==> src/rtl/tinyrv_fetch_responder.sv <==
// rtl/tinyrv_fetch_responder.sv - single-stage fetch/load responder with byte-serial program loader
module tinyrv_fetch_responder #(
  parameter int AW = 4
) (
  input  logic          clk,
  input  logic          rst_n,
  input  logic          req_valid,
  output logic          req_ready,
  input  logic [15:0]   req_addr,
  output logic          rsp_valid,
  input  logic          rsp_ready,
  output logic [15:0]   rsp_data,
  output logic          rsp_err,
  input  logic          ld_valid,
  input  logic [7:0]    ld_data,
  input  logic          ld_clear,
  output logic [AW-1:0] ld_ptr
);

  localparam int DEPTH = 2 ** AW;

  typedef enum logic {
    EMPTY = 1'b0,
    FULL  = 1'b1
  } state_e;

  state_e        state_q, state_d;
  logic [15:0]   rsp_data_q, rsp_data_d;
  logic          rsp_err_q, rsp_err_d;
  logic [15:0]   mem_q [DEPTH];
  logic [AW-1:0] ld_ptr_q;
  logic          ld_lo_q;
  logic [7:0]    ld_hi_q;
  logic          req_fire;
  logic          in_range;
  logic          wr_en;

  assign rsp_valid = (state_q == FULL);
  assign req_ready = !rsp_valid | rsp_ready;
  assign req_fire  = req_valid & req_ready;
  // Upper address bits must be zero; no aliasing into the small memory.
  assign in_range  = (req_addr[15:AW] == '0);
  assign rsp_data  = rsp_data_q;
  assign rsp_err   = rsp_err_q;
  assign ld_ptr    = ld_ptr_q;
  // A word is written only when the low byte arrives and no clear overrides it.
  assign wr_en     = ld_valid & !ld_clear & ld_lo_q;

  // Response slot register: state plus held response payload.
  always_ff @(posedge clk or negedge rst_n) begin
    if (!rst_n) begin
      state_q    <= EMPTY;
      rsp_data_q <= 16'h0000;
      rsp_err_q  <= 1'b0;
    end else begin
      state_q    <= state_d;
      rsp_data_q <= rsp_data_d;
      rsp_err_q  <= rsp_err_d;
    end
  end

  // Next state: accepting a request fills the slot, a drained slot with no new request empties.
  always_comb begin
    state_d    = state_q;
    rsp_data_d = rsp_data_q;
    rsp_err_d  = rsp_err_q;
    if (req_fire) begin
      state_d    = FULL;
      rsp_data_d = in_range ? mem_q[req_addr[AW-1:0]] : 16'h0000;
      rsp_err_d  = !in_range;
    end else if (state_q == FULL && rsp_ready) begin
      state_d = EMPTY;
    end
  end

  // Word memory; the read above sees pre-write contents on a same-cycle write.
  always_ff @(posedge clk or negedge rst_n) begin
    if (!rst_n) begin
      for (int i = 0; i < DEPTH; i++) begin
        mem_q[i] <= 16'h0000;
      end
    end else if (wr_en) begin
      mem_q[ld_ptr_q] <= {ld_hi_q, ld_data};
    end
  end

  // Load pointer and hi/lo byte toggle; clear wins over a coincident byte.
  always_ff @(posedge clk or negedge rst_n) begin
    if (!rst_n) begin
      ld_ptr_q <= '0;
      ld_lo_q  <= 1'b0;
      ld_hi_q  <= 8'h00;
    end else if (ld_clear) begin
      ld_ptr_q <= '0;
      ld_lo_q  <= 1'b0;
    end else if (ld_valid) begin
      if (!ld_lo_q) begin
        ld_hi_q <= ld_data;
        ld_lo_q <= 1'b1;
      end else begin
        ld_ptr_q <= ld_ptr_q + 1'b1;
        ld_lo_q  <= 1'b0;
      end
    end
  end

endmodule

==> config.mk <==
export PLATFORM = sky130hd
export DESIGN_NAME = tinyrv_fetch_responder
export DESIGN_NICKNAME = d
export VERILOG_FILES = /design/src/rtl/tinyrv_fetch_responder.sv
export SDC_FILE = /design/constraint.sdc
export NUM_CORES = 1
export LEC_CHECK = 0
export ABC_CLOCK_PERIOD_IN_PS = 4370
export CORE_AREA = 2 2 184 186
export CTS_CLUSTER_DIAMETER = 200
export DETAILED_ROUTE_END_ITERATION = 8
export DIE_AREA = 0 0 186 188
export PLACE_DENSITY_LB_ADDON = 0.12
export SLEW_MARGIN = 40
export SYNTH_ARGS = -nofsm -noshare
export SYNTH_HDL_FRONTEND = slang
export SYNTH_SLANG_ARGS = --single-unit
==> constraint.sdc <==
create_clock -name clk -period 4.37 [get_ports clk]
set_clock_uncertainty 0.05 [all_clocks]
set_input_delay 0.437 -clock clk [delete_from_list [all_inputs] [get_ports clk]]
set_output_delay 0.437 -clock clk [all_outputs]
set_load 0.1 [all_outputs]
== Yosys cells after proc, flatten, opt, wreduce, memory -nomap -nowiden ==
Index checks and enable logic that the tools add are counted.

* Bits in registers: 287
* Bits of input ports: 30
* Output and inout bits: 23
* Word-level logic and storage cells: 60

* Add/subtract/negate cells: 1
* Magnitude comparators: 3
* Mux-type cells: 15
* Bitwise gates (word level): 8
* Reduce and logical (&&, ||, !) cells: 11

{| class="wikitable"
|+ Operator list
! kind !! count
|-
| $bwmux W256 || 1
|-
| $bmux W16 S4 || 1
|-
| $demux W16 S4 || 1
|-
| $mux W16 || 4
|-
| $logic_not A12 Y1 || 1
|-
| $mux W4 || 3
|-
| $ge A5 B5 Y1 const B || 2
|-
| $not A4 Y5 || 2
|-
| $reduce_bool A2 Y1 || 3
|-
| $lt A5 B1 Y1 const B || 1
|-
| $mux W1 || 5
|-
| $add A4 B1 Y4 const B || 1
|-
| $and A1 B1 Y1 || 3
|-
| $logic_not A1 Y1 || 3
|-
| $reduce_and A3 Y1 || 1
|-
| $logic_and A1 B1 Y1 || 2
|-
| $not A1 Y1 || 2
|-
| $reduce_and A2 Y1 || 1
|-
| $or A1 B1 Y1 || 1
|}

== Longest topological paths before layout ==
* Word-level depth: 6
* Mapped depth: 6
* Gate-level depth less buffers: 5

== Least setup slack after synthesis ==
No wires, ideal clock.

* Path kind: register to register
* Start point: reg state_q, in the netlist rsp_valid
* End point: reg rsp_data_q[10], in the netlist rsp_data[10]
* Setup time: 0.132 ns
* Data arrival time: 2.680 ns
* Data required time: 4.188 ns
* Path slack: 1.507 ns
* Cell stages (with the launch flop): 7
* Buffers on the path: 2
* Period minus slack after synthesis: 2.863 ns
* Cells stage by stage: dfrtp_1 -> nand2b_1 -> clkbuf_1 -> clkbuf_1 -> a21boi_0 -> a41oi_1 -> o21ai_1

* Longest elaborated chain between the ends: 3

{| class="wikitable"
|+ Ends and longest elaborated chain
! what !! RTL line !! source
|-
| start: declaration || 27 || <nowiki>state_e state_q, state_d;</nowiki>
|-
| start signal: assignment || 56 || <nowiki>state_q <= state_d;</nowiki>
|-
| $logic_not A1 Y1 || 39 || <nowiki>assign req_ready = !rsp_valid | rsp_ready;</nowiki>
|-
| $or A1 B1 Y1 || 39 ||
|-
| via req_ready || 8 || <nowiki>output logic req_ready,</nowiki>
|-
| $and A1 B1 Y1 || 40 || <nowiki>assign req_fire = req_valid & req_ready;</nowiki>
|-
| end signal: assignment || 57 || <nowiki>rsp_data_q <= rsp_data_d;</nowiki>
|-
| end: declaration || 28 || <nowiki>logic [15:0] rsp_data_q, rsp_data_d;</nowiki>
|}

The timed path passes the listed nets, and every way through them passes these cells.
A chain may end at the register's enable or synchronous reset.

== Worst setup path in the final report ==
* Start point: in ld_valid
* End point: reg mem_q[162] in the netlist's numbering

* Longest elaborated chain between the ends: 2

{| class="wikitable"
|+ Ends and longest elaborated chain
! what !! RTL line !! source
|-
| start: declaration || 14 || <nowiki>input logic ld_valid,</nowiki>
|-
| $and A1 B1 Y1 (2 in a row) || 47 || <nowiki>assign wr_en = ld_valid & !ld_clear & ld_lo_q;</nowiki>
|-
| end signal: indexed assignment || 83 || <nowiki>mem_q[ld_ptr_q] <= {ld_hi_q, ld_data};</nowiki>
|-
| end: declaration || 30 || <nowiki>logic [15:0] mem_q [DEPTH];</nowiki>
|}

No other way between the ends.

==> summary.txt <==
Run status
  – Outcome: finished clean

Detailed routing
  – 1st-iter DRT viols: 368
  – DR DRC count: 0
  – Post-DR vias/cell: 5.48
  – Final WL: 34,400 um
  – Via Count: 7,398
  – Wire length per cell: 25.5 um
  – Detail Route Antenna Nets: 0
  – TritonRoute pass-1 iters: 4

Finish
  – Final core occ: 45.8%
  – P&R area growth vs syn: 16.0%
  – Most common cell after layout, fill and taps aside: dfrtp_1
  – Fin cells: 1,350
  – Fillcell total: 2,911
  – Commonest cells after routing, fill and taps aside: dfrtp_1, mux2_2, mux4_2
  – Multi-input logic area: 5540 um2
  – FF+latch area: 7180 um2
  – Layout cells sized above 1: 51.2%
  – Final Cell Area: 15,200 um2
  – Final #Nets: 912

Logic synthesis
  – #FFs+latches synth: 287
  – Syn_area_per_cell: 16.0 um2
  – Synth cell types: 33
  – Post-Syn Area: 13,100 um2
  – Seq/Total Area, Yosys: 55.0%
  – Yosys warning total: 0
  – Mapped Nets: 853
  – EDFF count, synth: 0
  – Post-synth ARST share: 100%
  – Syn Inst Count: 819
  – Post-synth top flop: dfrtp_1

STA
  – Final clock period utilization by the worst path: 56.6%
  – Final setup viols: 0
  – Max Freq: 404 MHz
  – Final slew viol count: 0
  – Hold Violations, Final: 0
  – Final WS setup: 1900 ps
  – Max-Slew Margin vs Limit: 49.8%
  – Tightest Pin Transition: 750 ps
  – Setup tns final: 0 ps
  – RSZ-0062 raised after global routing: no
  – Period minus WS final: 2470 ps

Critical path
  – Crit Reg-Reg Startpoint: ld_ptr[1]
  – CP startpoint kind: input port
  – Worst-path maximum fanout: 16
  – Worst r2r path cells: 5
  – Kind of critical path: in2reg
  – Crit path required time: 4700 ps
  – Worst Path Arrival: 2810 ps
  – CP endpoint kind: flip-flop
  – Flop-to-flop setup slack: 2280 ps
  – Reg2reg end: mem_q[162]

Place
  – Placement-stage cell area: 14,000 um2
  – GPL Wtd Cong: 0.727
  – IO Port Bufs: 52
  – DP Worst Slack: 1370 ps
  – Placed Instances: 1,289
  – HPWL Detailed: 21,500 um

Global routing
  – Total global routing track utilization: 20.4%
  – First-pass GRT wire length: 52,600 um
  – Overflow after GRT: 0
  – Initial antenna violation count: 1
  – Largest net degree at the start of global routing: 80
  – Vias in the first global route: 8,158

Pwr
  – Max VDD drop: 0.000246 V
  – Sw power: 1440 uW
  – Static Leak: 0.00720 uW
  – Sequential Power Share: 47.4%
  – Pwr Density: 406 nW/um2
  – P_int: 4710 uW
  – Comb power frac: 7.2%
  – Switching Fraction: 23.4%
  – Part of the power in the clock network: 45.4%

Floorplanning
  – DIE WIDTH: 186 um
  – Total core area: 33,100 um2
  – Die outline height: 188 um
  – # IOs: 53
  – Starting Density: 39.5%
  – Rows: 67
  – Die ar.: 35,000 um2

CTS
  – Clock Path Buffers: 3
  – H-tree Lvls: 2
  – Worst skew pair latency: 500 ps
  – CTS Buf Count: 34
  – Root Buffer: clkbuf_16
  – Reg clk slew, reported paths: 60 ps
  – Post-CTS sizing: 0
  – Clock sink count: 287
  – CTS tree: done

Job
  – Max Cap Viol: 0

Worst hold path
  – HP Class: in2async
[sequential cells by signal (all words and copies together), names as in the netlist]
| register | count |
|---|---|
| rsp_data | 16 |
| mem_q | 256 |
| rsp_err | 1 |
| rsp_valid | 1 |
| ld_hi_q | 8 |
| ld_ptr | 4 |
| ld_lo_q | 1 |
[cells by family after synthesis]
| family | synth area share, % |
|---|---|
| mux | 36.7 |
| flops | 55.0 |
| buf+inv | 2.75 |
| compound gates | 2.65 |
| simple gates | 2.29 |
| fa+ha+maj | 0.383 |
| xor+xnor | 0.201 |
[layout make-up]
type	instances	area share, %
clock buffers	56	7.31
flip-flops and latches	287	47.4
clock inverters	3	0.0991
diodes	1	0.0165
multi-input cells	466	36.5
well taps	448	3.70
repair buffers	86	4.87
inverters	3	0.0743
[stage by stage]
stage,hold WS [ps],power (uW)
6_report,395,6150
5_1_grt,442,6390
4_1_cts,420,6230
3_5_place_dp,362,3410
3_3_place_gp,431,3380
2_1_floorplan,91.4,3190
[timing repair]
action | in CTS | in global routing
endpoints found under the setup margin | 0 | 0
hold buffers | 1 | 0
hold endpoints to repair | 53 | 0
setup buffers | 0 | 0
[cell usage after synthesis, types with 4 or more instances]
cell type,n,area (um2)
a21boi_0,15,113
a41oi_1,15,131
buf_2,17,85.1
buf_4,12,90.1
clkbuf_1,29,109
dfrtp_1,287,7180
ha_1,4,50.1
mux2_2,281,3160
mux2i_1,15,150
mux4_1,12,315
mux4_2,52,1170
nand2_1,6,22.5
nand3_1,8,40.0
nand4_1,6,37.5
nor2_1,6,22.5
nor2_2,12,75.1
o21ai_0,5,25.0
o21ai_1,11,55.1
[critical path: stages]
cell	delay (ps)
clkdlybuf4s50_1	570
nor2b_1	510
nand3_1	300
nor2_4	570
mux2_2	410
[worst max-delay path by stage]
stage	start	to	slack [ps]	cells past startpoint
global route	ld_valid	mem_q[161]	1720	5
finish	ld_valid	mem_q[162]	1900	5
global placement	req_valid	rsp_data[11]	850	5
floorplan	rsp_valid	rsp_data[10]	1510	6
detailed placement	ld_valid	mem_q[162]	1370	5
CTS	ld_valid	mem_q[161]	1900	5
[power by group through the flow]
stage / sequential, uW / clock, uW / combinational [uW]
floorplan: 2900 / 0 / 292
global placement: 2940 / 0 / 435
detailed placement: 2960 / 0 / 450
CTS: 2910 / 2870 / 451
global route: 2930 / 2980 / 476
finish: 2910 / 2790 / 441
[routing by layer]
layer  up-vias  wire, um  track usage, %
met1      4013     15000            27.0
met3        60      1070            3.05
met4         0      1120            6.45
met2       131     17300            34.6
met5         -         0               0
li1       3194         -               -
(Power assumes the default switching activity.)
